[src/rtl/layer_seq.sv]
// Layer sequencer: walks a host-programmed descriptor table and issues one
// request per layer to the conv core, ping-ponging the image buffer bases.
module layer_seq #(
    parameter int LWIDTH   = 16,
    parameter int IMGSIZE  = 12,
    parameter int NETSIZE  = 14,
    parameter int NLAYER   = 8,
    parameter int LAYERLOG = 3
) (
    input  logic                clk,
    input  logic                rst,
    input  logic                cfg_we,
    input  logic [LAYERLOG-1:0] cfg_layer,
    input  logic [2:0]          cfg_field,
    input  logic [NETSIZE-1:0]  cfg_data,
    input  logic                start,
    input  logic [LAYERLOG:0]   num_layers,
    input  logic [IMGSIZE-1:0]  base_a,
    input  logic [IMGSIZE-1:0]  base_b,
    input  logic                ack,
    output logic                req,
    output logic [LWIDTH-1:0]   total_out,
    output logic [LWIDTH-1:0]   total_in,
    output logic [LWIDTH-1:0]   img_size,
    output logic [LWIDTH-1:0]   fil_size,
    output logic [NETSIZE-1:0]  net_addr,
    output logic [IMGSIZE-1:0]  input_addr,
    output logic [IMGSIZE-1:0]  output_addr,
    output logic                busy,
    output logic                done,
    output logic [LAYERLOG-1:0] cur_layer,
    output logic                cfg_err
);

    localparam logic [2:0] S_IDLE    = 3'd0;
    localparam logic [2:0] S_LOAD    = 3'd1;
    localparam logic [2:0] S_ISSUE   = 3'd2;
    localparam logic [2:0] S_WAIT_LO = 3'd3;
    localparam logic [2:0] S_WAIT_HI = 3'd4;
    localparam logic [2:0] S_FIN     = 3'd5;

    localparam int DW = (NETSIZE > LWIDTH) ? NETSIZE : LWIDTH;
    localparam logic [LAYERLOG:0] NL_ONE = 1;

    logic [2:0]          state;
    logic [LAYERLOG-1:0] layer;
    logic [LAYERLOG:0]   nl_q;
    logic [IMGSIZE-1:0]  base_a_q;
    logic [IMGSIZE-1:0]  base_b_q;
    logic [1:0]          to_cnt;
    logic                last_layer;
    logic [DW-1:0]       wdata;

    logic [LWIDTH-1:0]  tout_mem [NLAYER];
    logic [LWIDTH-1:0]  tin_mem  [NLAYER];
    logic [LWIDTH-1:0]  img_mem  [NLAYER];
    logic [LWIDTH-1:0]  fil_mem  [NLAYER];
    logic [NETSIZE-1:0] net_mem  [NLAYER];

    // Narrow cfg_data is zero-extended into the wider LWIDTH fields.
    assign wdata      = DW'(cfg_data);
    assign last_layer = ({1'b0, layer} == (nl_q - NL_ONE));

    // Descriptor table: not reset, writes only while idle.
    always_ff @(posedge clk) begin
        if (cfg_we && !busy) begin
            case (cfg_field)
                3'd0:    tout_mem[cfg_layer] <= wdata[LWIDTH-1:0];
                3'd1:    tin_mem[cfg_layer]  <= wdata[LWIDTH-1:0];
                3'd2:    img_mem[cfg_layer]  <= wdata[LWIDTH-1:0];
                3'd3:    fil_mem[cfg_layer]  <= wdata[LWIDTH-1:0];
                3'd4:    net_mem[cfg_layer]  <= wdata[NETSIZE-1:0];
                default: ;
            endcase
        end
    end

    always_ff @(posedge clk or posedge rst) begin
        if (rst) begin
            state       <= S_IDLE;
            layer       <= '0;
            nl_q        <= '0;
            base_a_q    <= '0;
            base_b_q    <= '0;
            to_cnt      <= '0;
            req         <= 1'b0;
            busy        <= 1'b0;
            done        <= 1'b0;
            cfg_err     <= 1'b0;
            total_out   <= '0;
            total_in    <= '0;
            img_size    <= '0;
            fil_size    <= '0;
            net_addr    <= '0;
            input_addr  <= '0;
            output_addr <= '0;
            cur_layer   <= '0;
        end else begin
            req     <= 1'b0;
            done    <= 1'b0;
            cfg_err <= cfg_we && busy;
            case (state)
                S_IDLE: begin
                    if (start) begin
                        nl_q     <= num_layers;
                        base_a_q <= base_a;
                        base_b_q <= base_b;
                        layer    <= '0;
                        busy     <= 1'b1;
                        state    <= (num_layers == '0) ? S_FIN : S_LOAD;
                    end
                end
                S_LOAD: begin
                    total_out   <= tout_mem[layer];
                    total_in    <= tin_mem[layer];
                    img_size    <= img_mem[layer];
                    fil_size    <= fil_mem[layer];
                    net_addr    <= net_mem[layer];
                    input_addr  <= layer[0] ? base_b_q : base_a_q;
                    output_addr <= layer[0] ? base_a_q : base_b_q;
                    cur_layer   <= layer;
                    state       <= S_ISSUE;
                end
                S_ISSUE: begin
                    if (ack) begin
                        req    <= 1'b1;
                        to_cnt <= '0;
                        state  <= S_WAIT_LO;
                    end
                end
                S_WAIT_LO: begin
                    // A core that never drops ack is taken as having finished.
                    if (!ack || to_cnt == 2'd3) begin
                        state <= S_WAIT_HI;
                    end else begin
                        to_cnt <= to_cnt + 2'd1;
                    end
                end
                S_WAIT_HI: begin
                    if (ack) begin
                        if (last_layer) begin
                            state <= S_FIN;
                        end else begin
                            layer <= layer + LAYERLOG'(1);
                            state <= S_LOAD;
                        end
                    end
                end
                S_FIN: begin
                    done  <= 1'b1;
                    busy  <= 1'b0;
                    state <= S_IDLE;
                end
                default: state <= S_IDLE;
            endcase
        end
    end

endmodule

[config.mk]
export PLATFORM = sky130hd
export DESIGN_NAME = layer_seq
export DESIGN_NICKNAME = d
export VERILOG_FILES = /design/src/rtl/layer_seq.sv
export SDC_FILE = /design/constraint.sdc
export NUM_CORES = 1
export LEC_CHECK = 0
export ABC_AREA = 1
export BUFFER_PORTS_ARGS = -buffer_cell sky130_fd_sc_hd__clkbuf_2
export CORE_MARGIN = 5
export CORE_UTILIZATION = 50
export CTS_BUF_LIST = sky130_fd_sc_hd__clkbuf_8 sky130_fd_sc_hd__clkbuf_16
export DETAILED_ROUTE_END_ITERATION = 8
export PLACE_DENSITY = 0.67
export SYNTH_ARGS = -nofsm -noshare
export SYNTH_HDL_FRONTEND = slang
export SYNTH_SLANG_ARGS = --single-unit
[constraint.sdc]
create_clock -name clk -period 4.8 [get_ports clk]
set_input_delay 0.48 -clock clk [delete_from_list [all_inputs] [get_ports clk]]
set_output_delay 0.48 -clock clk [all_outputs]
set_load 0.005 [all_outputs]
# Yosys cells after proc, flatten, opt, wreduce, memory -nomap -nowiden
# Memory sizes are Yosys's and may differ from the RTL's. A register that Yosys moved wholly into a read port is not among the register bits.
# Index checks and enable logic that the tools add are counted.
# op_classes
addsub	3
n_eq_ne	17
muxes	36
n_reduce_logical	16
# ops
op	count
$mux 3	9
$mux 12	2
$mux 1	19
$pmux 3 s5	1
$eq 3x2->1 const B	4
$ne 2x2->1 const B	6
$eq 3x3->1 const B	3
$reduce_and 4->1	2
$eq 3x1->1 const B	2
$logic_not 3->1	2
$pmux 3 s2	1
$reduce_bool 2->1	3
$eq 3x4->1	1
$logic_not 4->1	1
$mux 2	2
$pmux 2 s2	1
$reduce_and 2->1	2
$sub 4x1->4 const B	1
$add 3x1->3 const B	1
$reduce_and 3->1	1
$add 2x1->2 const B	1
$eq 2x2->1 const B	1
$logic_and 1x1->1	2
$logic_not 1->1	2
other kinds (2)	2
# totals
regBits	131
ram_bits	560
out_inout_bits	109
wordCells	94
mem_count	5
# memory_table
memory	depth	word_bits	read_ports	rd_ports_with_merged_regs	wr	line_no	text
fil_mem	8	14	1	1	1	57	logic [LWIDTH-1:0] fil_mem [NLAYER];
img_mem	8	14	1	1	1	56	logic [LWIDTH-1:0] img_mem [NLAYER];
net_mem	8	14	1	1	1	58	logic [NETSIZE-1:0] net_mem [NLAYER];
tin_mem	8	14	1	1	1	55	logic [LWIDTH-1:0] tin_mem [NLAYER];
tout_mem	8	14	1	1	1	54	logic [LWIDTH-1:0] tout_mem [NLAYER];

# Logic depth before layout (Yosys ltp)
# Gate-level depths: netlist of run 1.
# depth
depth_word	5
depth_mapped	10
mapped_depth_nobuf	10

# Least setup slack after synthesis of run 1
# OpenSTA, ideal clock, no wires.
# synth_timing
path_type	input port to flip-flop
startpoint	input port cfg_we
endpoint	memory fil_mem[0][0] (netlist name), enable pin
arrival_ps	1567
t_required_ps	4416
path_slack_ps	2848
cell_stages	4
cell_sequence	nand2_1 > nor2_1 > nand3_1 > nor2_1
# synth_via
elab_chain_len	3
# synth_rtl
item	line_no	text
from (decl)	12	input logic cfg_we,
$logic_and 1x1->1	66	if (cfg_we && !busy) begin
$mux 1	66	
$mux 1 (not written as such)	71	3'd3: fil_mem[cfg_layer] <= wdata[LWIDTH-1:0];
to (decl)	57	
# No other way between the ends.

==> impl_metrics.env, run 1 <==
export IMPL_status="completed"
export IMPL_cts_hold_buf=0
export IMPL_drt_pass1_iter_count=5
export IMPL_antennaDiodeCount=0
export IMPL_fin_skew_ns=0.0233
export IMPL_met3WireLength_um=5350
export IMPL_regArea_mm2=0.0203
export IMPL_portBuffers=153
export IMPL_die_h_um=242
export IMPL_cts_tree="built"
export IMPL_crit_chain="clkinv_2 > buf_4 > o21ai_1 > o22ai_1 > nand2_1 > nand3_1"
export IMPL_dr_wl_met2_um=32700
export IMPL_placed_area_mm2=0.0281
export IMPL_final_core_util=0.568
export IMPL_io_pins=162
export IMPL_r2r_start="layer[1]"
export IMPL_finalPower_mw=16.3
export IMPL_slew_violations=0
export IMPL_syn_avg_cell_area_um2=12.6
export IMPL_areaGrowthSynthToFinish_pct=13.0
export IMPL_wl_um=67700
export IMPL_cts_sinks=697
export IMPL_ir_drop_v=0.000306
export IMPL_instances_no_fill=3013
export IMPL_rows=85
export IMPL_reg2reg_to="img_size[10]"
export IMPL_worstSetupPathType="flop to flop"
export IMPL_m1WireLength_um=28200
export IMPL_cts_buffer_depth=3
export IMPL_grt_setup_unrepaired="false"
export IMPL_tns_ns=0
export IMPL_synth_cells=2133
export IMPL_yosysSeqAreaShare=0.752
export IMPL_top_layer="met4"
export IMPL_cp_max_fo=69
export IMPL_dieArea_mm2=0.0586
export IMPL_critPathLaunchType="flop"
export IMPL_slowest_delay_ns=0.88
export IMPL_nNetsFinal=2317
export IMPL_start_util=0.502
export IMPL_final_cell_area_mm2=0.0304
export IMPL_final_hold_viol_count=0
export IMPL_holdWs_ns=0.00566
export IMPL_multi_input_area_mm2=0.00587
export IMPL_place_congestion=0.785
export IMPL_root_buffer="clkbuf_16"
export IMPL_leakage_nw=11.2
export IMPL_hold_class="primary input to async pin"
export IMPL_synth_edff_count=560
export IMPL_insertion_delay_ns=0.60
export IMPL_postRouteAntennaNets=0
export IMPL_r2r_slack_ns=1.85
export IMPL_synth_async_reset_ratio=0.197
export IMPL_maxCapViolCount=0
export IMPL_drc=0
export IMPL_coreArea_mm2=0.0536
export IMPL_placed_cells=2880
export IMPL_timing_final_ws_setup_ns=1.85
export IMPL_synth_top_area_frac=0.624
export IMPL_grt_pass1_vias=17100
export IMPL_wire_per_inst_um=22.5
export IMPL_drt_iter0_markers=1896
export IMPL_path_clk_slew_ns=0.06
export IMPL_crit_required_ns=5.27
export IMPL_worst_slew_pin_slew_ns=1.37
export IMPL_yosys_area_top_type="edfxtp_1"
export IMPL_cts_htree_levels=3
export IMPL_yosysWarnings=0
export IMPL_fin_crit_ns=2.95
export IMPL_synth_area_mm2=0.0269
export IMPL_relSlewSlack=0.0824
export IMPL_post_cts_setup_buffer_count=0
export IMPL_nFillCells=4320
export IMPL_slowest_stage="dfrtp_4"
export IMPL_cts_resized_gates=0
export IMPL_dp_slack_ns=1.83
export IMPL_fmax_mhz=339
export IMPL_worstSetupEndpointType="flop"
export IMPL_synth_area_top_cells="edfxtp_1 62%, dfrtp_1 13%, o21ai_0 5.6%"
export IMPL_synthFlopType="edfxtp_1"
export IMPL_overflow=0
export IMPL_cts_made_buffers=72
export IMPL_grt_first_pass_wirelength_um=104000
export IMPL_synth_seq_cells=697
export IMPL_fin_crit_sh=0.614
export IMPL_grt_use_total=0.227
export IMPL_synth_distinct_cells=35
export IMPL_drive_above_1_share=0.140
export IMPL_worstPathArrival_ns=3.41
export IMPL_via_count=17300
export IMPL_viasPerCell=5.75
export IMPL_die_x_um=242
export IMPL_antenna_found_initial=0
export IMPL_reg2regPathDepth=6
export IMPL_powerDensity_mw_per_mm2=536
export IMPL_grt_start_max_net_pins=156
export IMPL_setup_viol_count_final=0
export IMPL_hpwl_um=38000
synth_stat cells, types with 5 or more instances:
library cell and count:
edfxtp_1 560, nor2_1 346, o21ai_0 302, nand2_1 298, o22ai_1 140, dfrtp_1 137, nand3_1 86, buf_2 68
clkbuf_1 37, o21ai_1 37, inv_1 36, buf_4 21, a21oi_1 12, mux2_2 12, clkbuf_2 7, inv_2 5
per-layer routing:
| layer | vias to the layer above | track usage |
|---|---|---|
| li1 | 7888 | - |
| met1 | 8641 | 0.315 |
| met2 | 701 | 0.376 |
| met3 | 92 | 0.0400 |
| met4 | 0 | 0.0629 |
| met5 | - | 0 |
area by class of cell:
| cell class | count | area share |
|---|---|---|
| multi-input combinational | 1263 | 0.193 |
| sequential | 697 | 0.665 |
| inverter | 42 | 0.00571 |
| timing repair buffer | 185 | 0.0338 |
| clock buffer | 81 | 0.0647 |
| clock inverter | 49 | 0.00917 |
| tap | 696 | 0.0286 |
state kept, by name, indices dropped and copies added, names as in the netlist, 12 cells and up:
name / count
base_b_q: 12
fil_mem: 112
tout_mem: 112
net_mem: 112
img_size: 14
net_addr: 14
tin_mem: 112
input_addr: 12
total_out: 14
total_in: 14
fil_size: 14
base_a_q: 12
output_addr: 12
img_mem: 112
cell families (layout without fill, tap and decap cells):
kind of cell	Yosys count	in the layout	share of synthesized area
and+or+nand+nor	744	744	0.110
DFF	697	697	0.752
AOI/OAI and AO/OA	494	494	0.0986
buffers and inverters	180	357	0.0324
muxes	13	13	0.00539
adders and majority gates	3	3	0.00139
other	1	8	0.000139
xor gates and xnor gates	1	1	0.000325
worst max-delay path, delay by kind of cell, from the launching register on:
family	cells	cell delay, ns
AO/OA/AOI/OAI	2	0.25
buffers and inverters	2	1.40
flip-flops	1	0.88
AND/OR/NAND/NOR	2	0.25
how the worst max path moves through the flow:
stage / startpoint / to
5_1_grt: layer[1] / total_in[11]
2_1_floorplan: rst / base_a_q[0]
3_5_place_dp: layer[1] / total_in[11]
3_3_place_gp: cfg_field[1] / net_mem[1][5]
4_1_cts: layer[1] / total_in[11]
6_report: layer[1] / img_size[10]
placed cells by master, fill, tap and decap left out, drive strengths merged, types with 4 or more instances in the layout:
cell type | synthesis | final
buf | 94 | 32
edfxtp | 560 | 560
nor2 | 350 | 350
clkbuf | 44 | 234
nand4 | 4 | 4
inv | 42 | 61
nand3 | 87 | 87
o21ai | 340 | 340
nand2 | 299 | 299
mux2 | 12 | 12
clkinv | 0 | 27
o22ai | 140 | 140
a21oi | 12 | 12
dfrtp | 137 | 137
conb | 1 | 8
where the power goes:
part           internal, mW  total (mW)  switching [mW]
Clock                  3.04        5.29            2.25
Sequential             7.10        7.62           0.520
Combinational          1.15        3.39            2.24
(Power assumes the default switching activity.)
==> inputs of run 2 (changes only) <==
==> constraint.sdc (replaced) <==
create_clock -name clk -period 2.8 [get_ports clk]
set_input_delay 0.28 -clock clk [delete_from_list [all_inputs] [get_ports clk]]
set_output_delay 0.28 -clock clk [all_outputs]
set_load 0.005 [all_outputs]
==> run 2 against run 1 <==
Against the previous run:
- sequential share of layout area is 1.5 points lower
- first-iteration DRC count shrank 14%
- critical path depth is the same
- routed wire length fell by 1.4%
- power is 74% higher
- non-clock buffer count is 63 higher
- register-to-register slack lost 1.1 ns
- clock-buffer cell count shrank 4
- critical path type unchanged
- die area is the same
- combinational power is 81% higher
- sequential power is 68% higher
==> impl_metrics.env, run 2 (synthesis gave the netlist of run 1 again) <==
export IMPL_status="completed"
export IMPL_critPathLaunchType="flop"
export IMPL_wire_per_inst_um=21.7
export IMPL_crit_required_ns=3.10
export IMPL_grt_use_total=0.224
export IMPL_worstPathArrival_ns=2.31
export IMPL_finalPower_mw=28.3
export IMPL_die_h_um=242
export IMPL_via_count=17600
export IMPL_worstSetupPathType="flop to flop"
export IMPL_root_buffer="clkbuf_16"
export IMPL_drc=0
export IMPL_hpwl_um=35700
export IMPL_fin_skew_ns=0.0200
export IMPL_coreArea_mm2=0.0536
export IMPL_final_hold_viol_count=0
export IMPL_r2r_slack_ns=0.80
export IMPL_antennaDiodeCount=0
export IMPL_grt_setup_unrepaired="false"
export IMPL_postRouteAntennaNets=0
export IMPL_ir_drop_v=0.000527
export IMPL_cts_htree_levels=3
export IMPL_mostFrequentLayoutCells="560 x edfxtp_1, 346 x nor2_1, 302 x o21ai_0, 298 x nand2_1, 153 x clkbuf_2"
export IMPL_antenna_found_initial=0
export IMPL_nNetsFinal=2378
export IMPL_drive_above_1_share=0.149
export IMPL_p_int_mw=19.7
export IMPL_endpoint="img_mem[0][3]"
export IMPL_relSlewSlack=0.242
export IMPL_slew_violations=0
export IMPL_start_util=0.502
export IMPL_overflow=0
export IMPL_maxCapViolCount=0
export IMPL_fmax_mhz=499
export IMPL_r2r_start="busy"
export IMPL_fin_crit_sh=0.716
export IMPL_startpoint="busy"
export IMPL_place_congestion=0.781
export IMPL_grt_pass1_vias=17000
export IMPL_powerDensity_mw_per_mm2=909
export IMPL_setup_viol_count_final=0
export IMPL_seqPwrFrac=0.454
export IMPL_layout_commonest_cell="edfxtp_1"
export IMPL_dp_slack_ns=0.836
export IMPL_timing_final_ws_setup_ns=0.796
export IMPL_p_sw_mw=8.59
export IMPL_hold_class="primary input to flop"
export IMPL_portBuffers=153
export IMPL_insertion_delay_ns=0.61
export IMPL_drt_pass1_iter_count=5
export IMPL_worstSetupEndpointType="flop"
export IMPL_reg2regPathDepth=6
export IMPL_dieArea_mm2=0.0586
export IMPL_cts_tree="built"
export IMPL_worst_slew_pin_slew_ns=1.14
export IMPL_nFillCells=4227
export IMPL_die_x_um=242
export IMPL_areaGrowthSynthToFinish_pct=15.7
export IMPL_grt_start_max_net_pins=180
export IMPL_path_clk_slew_ns=0.06
export IMPL_cp_max_fo=10
export IMPL_cts_made_buffers=70
export IMPL_wl_um=66700
export IMPL_io_pins=162
export IMPL_rows=85
export IMPL_viasPerCell=5.72
export IMPL_cts_buffer_depth=3
export IMPL_tns_ns=0
export IMPL_cts_sinks=697
export IMPL_fin_crit_ns=2.00
export IMPL_drt_iter0_markers=1638
export IMPL_reg2reg_to="img_mem[0][3]"
export IMPL_swShare=0.303
export IMPL_power_frac_comb=0.216
export IMPL_leakage_nw=11.6
export IMPL_clkPwrFrac=0.330
export IMPL_grt_first_pass_wirelength_um=102000
[run 2: cell types whose count changed in the layout (fill, tap and decap cells not counted), sizes merged]
cell / delta
buf: +32
inv: -6
clkinvlp: +1
bufinv: +5
clkbuf: -4
dlygate4sd3: +31
clkinv: +3
[run 2: worst min-delay path by stage]
stage	cells after the start	startpoint	end	slack, ns
3_3_place_gp	2	input_addr[8]	input_addr[8]	0.46
5_1_grt	3	start	state[0]	0.16
4_1_cts	3	start	state[0]	0.13
2_1_floorplan	0	cfg_data[0]	fil_mem[0][0]	0.38
6_report	3	start	state[0]	0.17
3_5_place_dp	2	output_addr[3]	output_addr[3]	0.47
[run 2: power by group through the flow]
stage	sequential [mW]	clock, mW	combinational, mW
floorplan	12.9	0	3.93
global placement	13.0	0	5.93
detailed placement	13.0	0	6.12
CTS	12.9	9.50	6.19
global route	13.0	9.97	6.88
finish	12.8	9.35	6.12
[run 2: layout make-up]
class / count / area (um^2) / area share
Clock buffer: 77 / 1850 / 0.0593
Clock inverter: 52 / 479 / 0.0154
Inverter: 42 / 174 / 0.00558
Multi-Input combinational cell: 1263 / 5840 / 0.188
Sequential cell: 697 / 20300 / 0.650
Tap cell: 696 / 871 / 0.0279
Timing Repair Buffer: 248 / 1690 / 0.0544
[run 2: repair_timing]
action / in CTS / in global routing
setup buffers: 0 / 0
hold buffers: 31 / 0
resized for setup: 0 / 0
hold endpoints to repair: 135 / 0
[run 2: worst max-delay path, cell delays in order (launching register included)]
cell,delay [ns]
dfrtp_1,0.39
inv_1,0.10
nand2_1,0.06
nor2_1,0.19
nand3_1,0.28
nor2_1,0.42
buf_4,0.28
[run 2: stage by stage]
step                hold WS [ns]  cell area, um^2  instances   util
floorplan                  0.379            27000       2140      -
global placement           0.465            28500       2915  0.532
detailed placement         0.475            28500       2915  0.532
CTS                        0.126            31200       3075  0.581
global route               0.156            31200       3075  0.581
finish                     0.172            31200       3075  0.581
[run 2: per-layer routing]
layer	vias up	part of all wire	GRT usage
li1	8009	-	-
met1	8731	0.43	0.326
met2	753	0.47	0.356
met3	98	0.082	0.0357
met4	0	0.022	0.0653
met5	-	0	0
==> inputs of run 3 (changes only) <==
==> constraint.sdc (replaced) <==
create_clock -name clk -period 1.85 [get_ports clk]
set_input_delay 0.185 -clock clk [delete_from_list [all_inputs] [get_ports clk]]
set_output_delay 0.185 -clock clk [all_outputs]
set_load 0.005 [all_outputs]
==> run 3 against run 2 <==
Against the previous run:
- sequential cell count stayed put
- power is 56% higher
- sequential share of layout area is 1.6 points lower
- first-iteration DRC count is 31% higher
- highest routed layer is now met5
==> impl_metrics.env, run 3 (synthesis gave the netlist of run 1 again) <==
export IMPL_slew_violations=0
export IMPL_grt_first_pass_wirelength_um=107000
export IMPL_grt_use_total=0.234
export IMPL_tns_ns=0
export IMPL_maxCapViolCount=0
export IMPL_drc=0
export IMPL_fin_crit_sh=0.935
export IMPL_cts_sinks=697
export IMPL_wl_um=69700
export IMPL_crit_chain="inv_8 > buf_12 > o21ai_0 > o22ai_1 > nand2_1 > nand3_1"
export IMPL_grt_setup_unrepaired="false"
export IMPL_place_congestion=0.827
export IMPL_worstPathArrival_ns=2.25
export IMPL_die_x_um=242
export IMPL_worstSetupPathType="flop to flop"
export IMPL_via_count=18000
export IMPL_powerDensity_mw_per_mm2=1380
export IMPL_fin_skew_ns=0.0220
export IMPL_rows=85
export IMPL_cts_buffer_depth=3
export IMPL_final_hold_viol_count=0
export IMPL_final_cell_area_mm2=0.0319
export IMPL_grt_pass1_vias=17900
export IMPL_critPathLaunchType="flop"
export IMPL_postRouteAntennaNets=0
export IMPL_relSlewSlack=0.600
export IMPL_worstSetupEndpointType="flop"
export IMPL_wire_per_inst_um=22.3
export IMPL_crit_required_ns=2.37
export IMPL_overflow=0
export IMPL_leakage_nw=12.0
export IMPL_root_buffer="clkbuf_16"
export IMPL_start_util=0.502
export IMPL_path_clk_slew_ns=0.06
export IMPL_slowest_delay_ns=0.54
export IMPL_antenna_found_initial=2
export IMPL_drt_pass1_iter_count=5
export IMPL_status="completed"
export IMPL_cts_tree="built"
export IMPL_fmax_mhz=578
export IMPL_insertion_delay_ns=0.60
export IMPL_grt_start_max_net_pins=85
export IMPL_setup_viol_count_final=0
export IMPL_cts_made_buffers=72
export IMPL_drive_above_1_share=0.173
export IMPL_worst_slew_pin_slew_ns=0.600
export IMPL_finalPower_mw=44.1
export IMPL_portBuffers=153
export IMPL_drt_iter0_markers=2141
export IMPL_layout_commonest_cell="edfxtp_1"
export IMPL_coreArea_mm2=0.0536
export IMPL_mostFrequentLayoutCells="560 x edfxtp_1, 337 x nor2_1, 302 x o21ai_0, 296 x nand2_1, 153 x clkbuf_2"
export IMPL_cp_max_fo=63
export IMPL_areaGrowthSynthToFinish_pct=18.6
export IMPL_io_pins=162
export IMPL_dieArea_mm2=0.0586
export IMPL_fin_crit_ns=1.73
export IMPL_ir_drop_v=0.000973
export IMPL_cts_htree_levels=3
export IMPL_regArea_mm2=0.0203
export IMPL_hold_class="primary input to flop"
export IMPL_die_h_um=242
export IMPL_multi_input_area_mm2=0.00589
export IMPL_nFillCells=4136
export IMPL_placed_area_mm2=0.0292
export IMPL_slowest_stage="dfrtp_4"
export IMPL_hpwl_um=41300
export IMPL_nNetsFinal=2431
export IMPL_viasPerCell=5.76
## run 3: cell count changes in the layout (fill, tap and decap cells not counted), moves of 3 or more
cell,change
buf_12,+20
buf_4,+30
bufinv_16,+3
clkbuf_16,+4
clkinv_1,-9
inv_1,+7
nor2_1,-9
nor2_2,+8
## run 3: repair_timing
item                                    4_1_cts  5_1_grt
hold buffers                                 32        0
gates resized for setup                       3        3
setup buffers                                 0        0
pin swaps                                     0        0
hold endpoints to repair                     59        0
endpoints found under the setup margin      143      219
## run 3: final timing paths
kind	slack [ns]	startpoint	cells after the start	end
max	0.12	layer[0]	6	total_in[5]
min	0.05	cfg_data[11]	2	net_mem[1][11]
max reg2reg	0.12	layer[0]	6	total_in[5]
min reg2reg	0.48	cur_layer[1]	2	cur_layer[1]
max in group asynchronous	1.04	rst	4	total_in[7]
min in group asynchronous	0.17	rst	3	img_size[13]
## run 3: per-layer routing
metal / up-vias / part of all wire / track usage
met5: - / 0.00019 / 0
met4: 2 / 0.030 / 0.0690
met3: 129 / 0.088 / 0.0570
met2: 844 / 0.46 / 0.364
met1: 8926 / 0.42 / 0.334
li1: 8120 / - / -
## run 3: power by group
| part | switching, mW | internal [mW] |
|---|---|---|
| combinational | 6.39 | 3.49 |
| sequential | 1.04 | 18.4 |
| clock | 5.89 | 8.87 |
## run 3: per-stage QoR
| stage | hold slack (ns) | setup slack [ns] | util | std cells |
|---|---|---|---|---|
| after floorplan | 0.284 | -0.0924 | - | 2140 |
| after global placement | 0.248 | -0.134 | 0.544 | 2965 |
| after detailed placement | 0.243 | -0.123 | 0.544 | 2965 |
| after CTS | 0.0337 | 0.0751 | 0.596 | 3127 |
| after global routing | 0.0386 | 0.00371 | 0.596 | 3127 |
| final | 0.0490 | 0.120 | 0.596 | 3128 |
## run 3: cell type report
type / count / area share
repair buffers: 299 / 0.0729
well taps: 696 / 0.0273
flip-flops and latches: 697 / 0.634
multi-input cells: 1263 / 0.184
inverters: 42 / 0.00541
clock inverters: 51 / 0.0159
clock buffers: 79 / 0.0601
diodes: 1 / 0.0000783
## run 3: worst max-delay path: cells and delay by family, from the launching register on
family	cells	cell delay (ns)
DFF	1	0.54
AOI/OAI and AO/OA	2	0.50
buffers and inverters	2	0.36
and+or+nand+nor	2	0.19
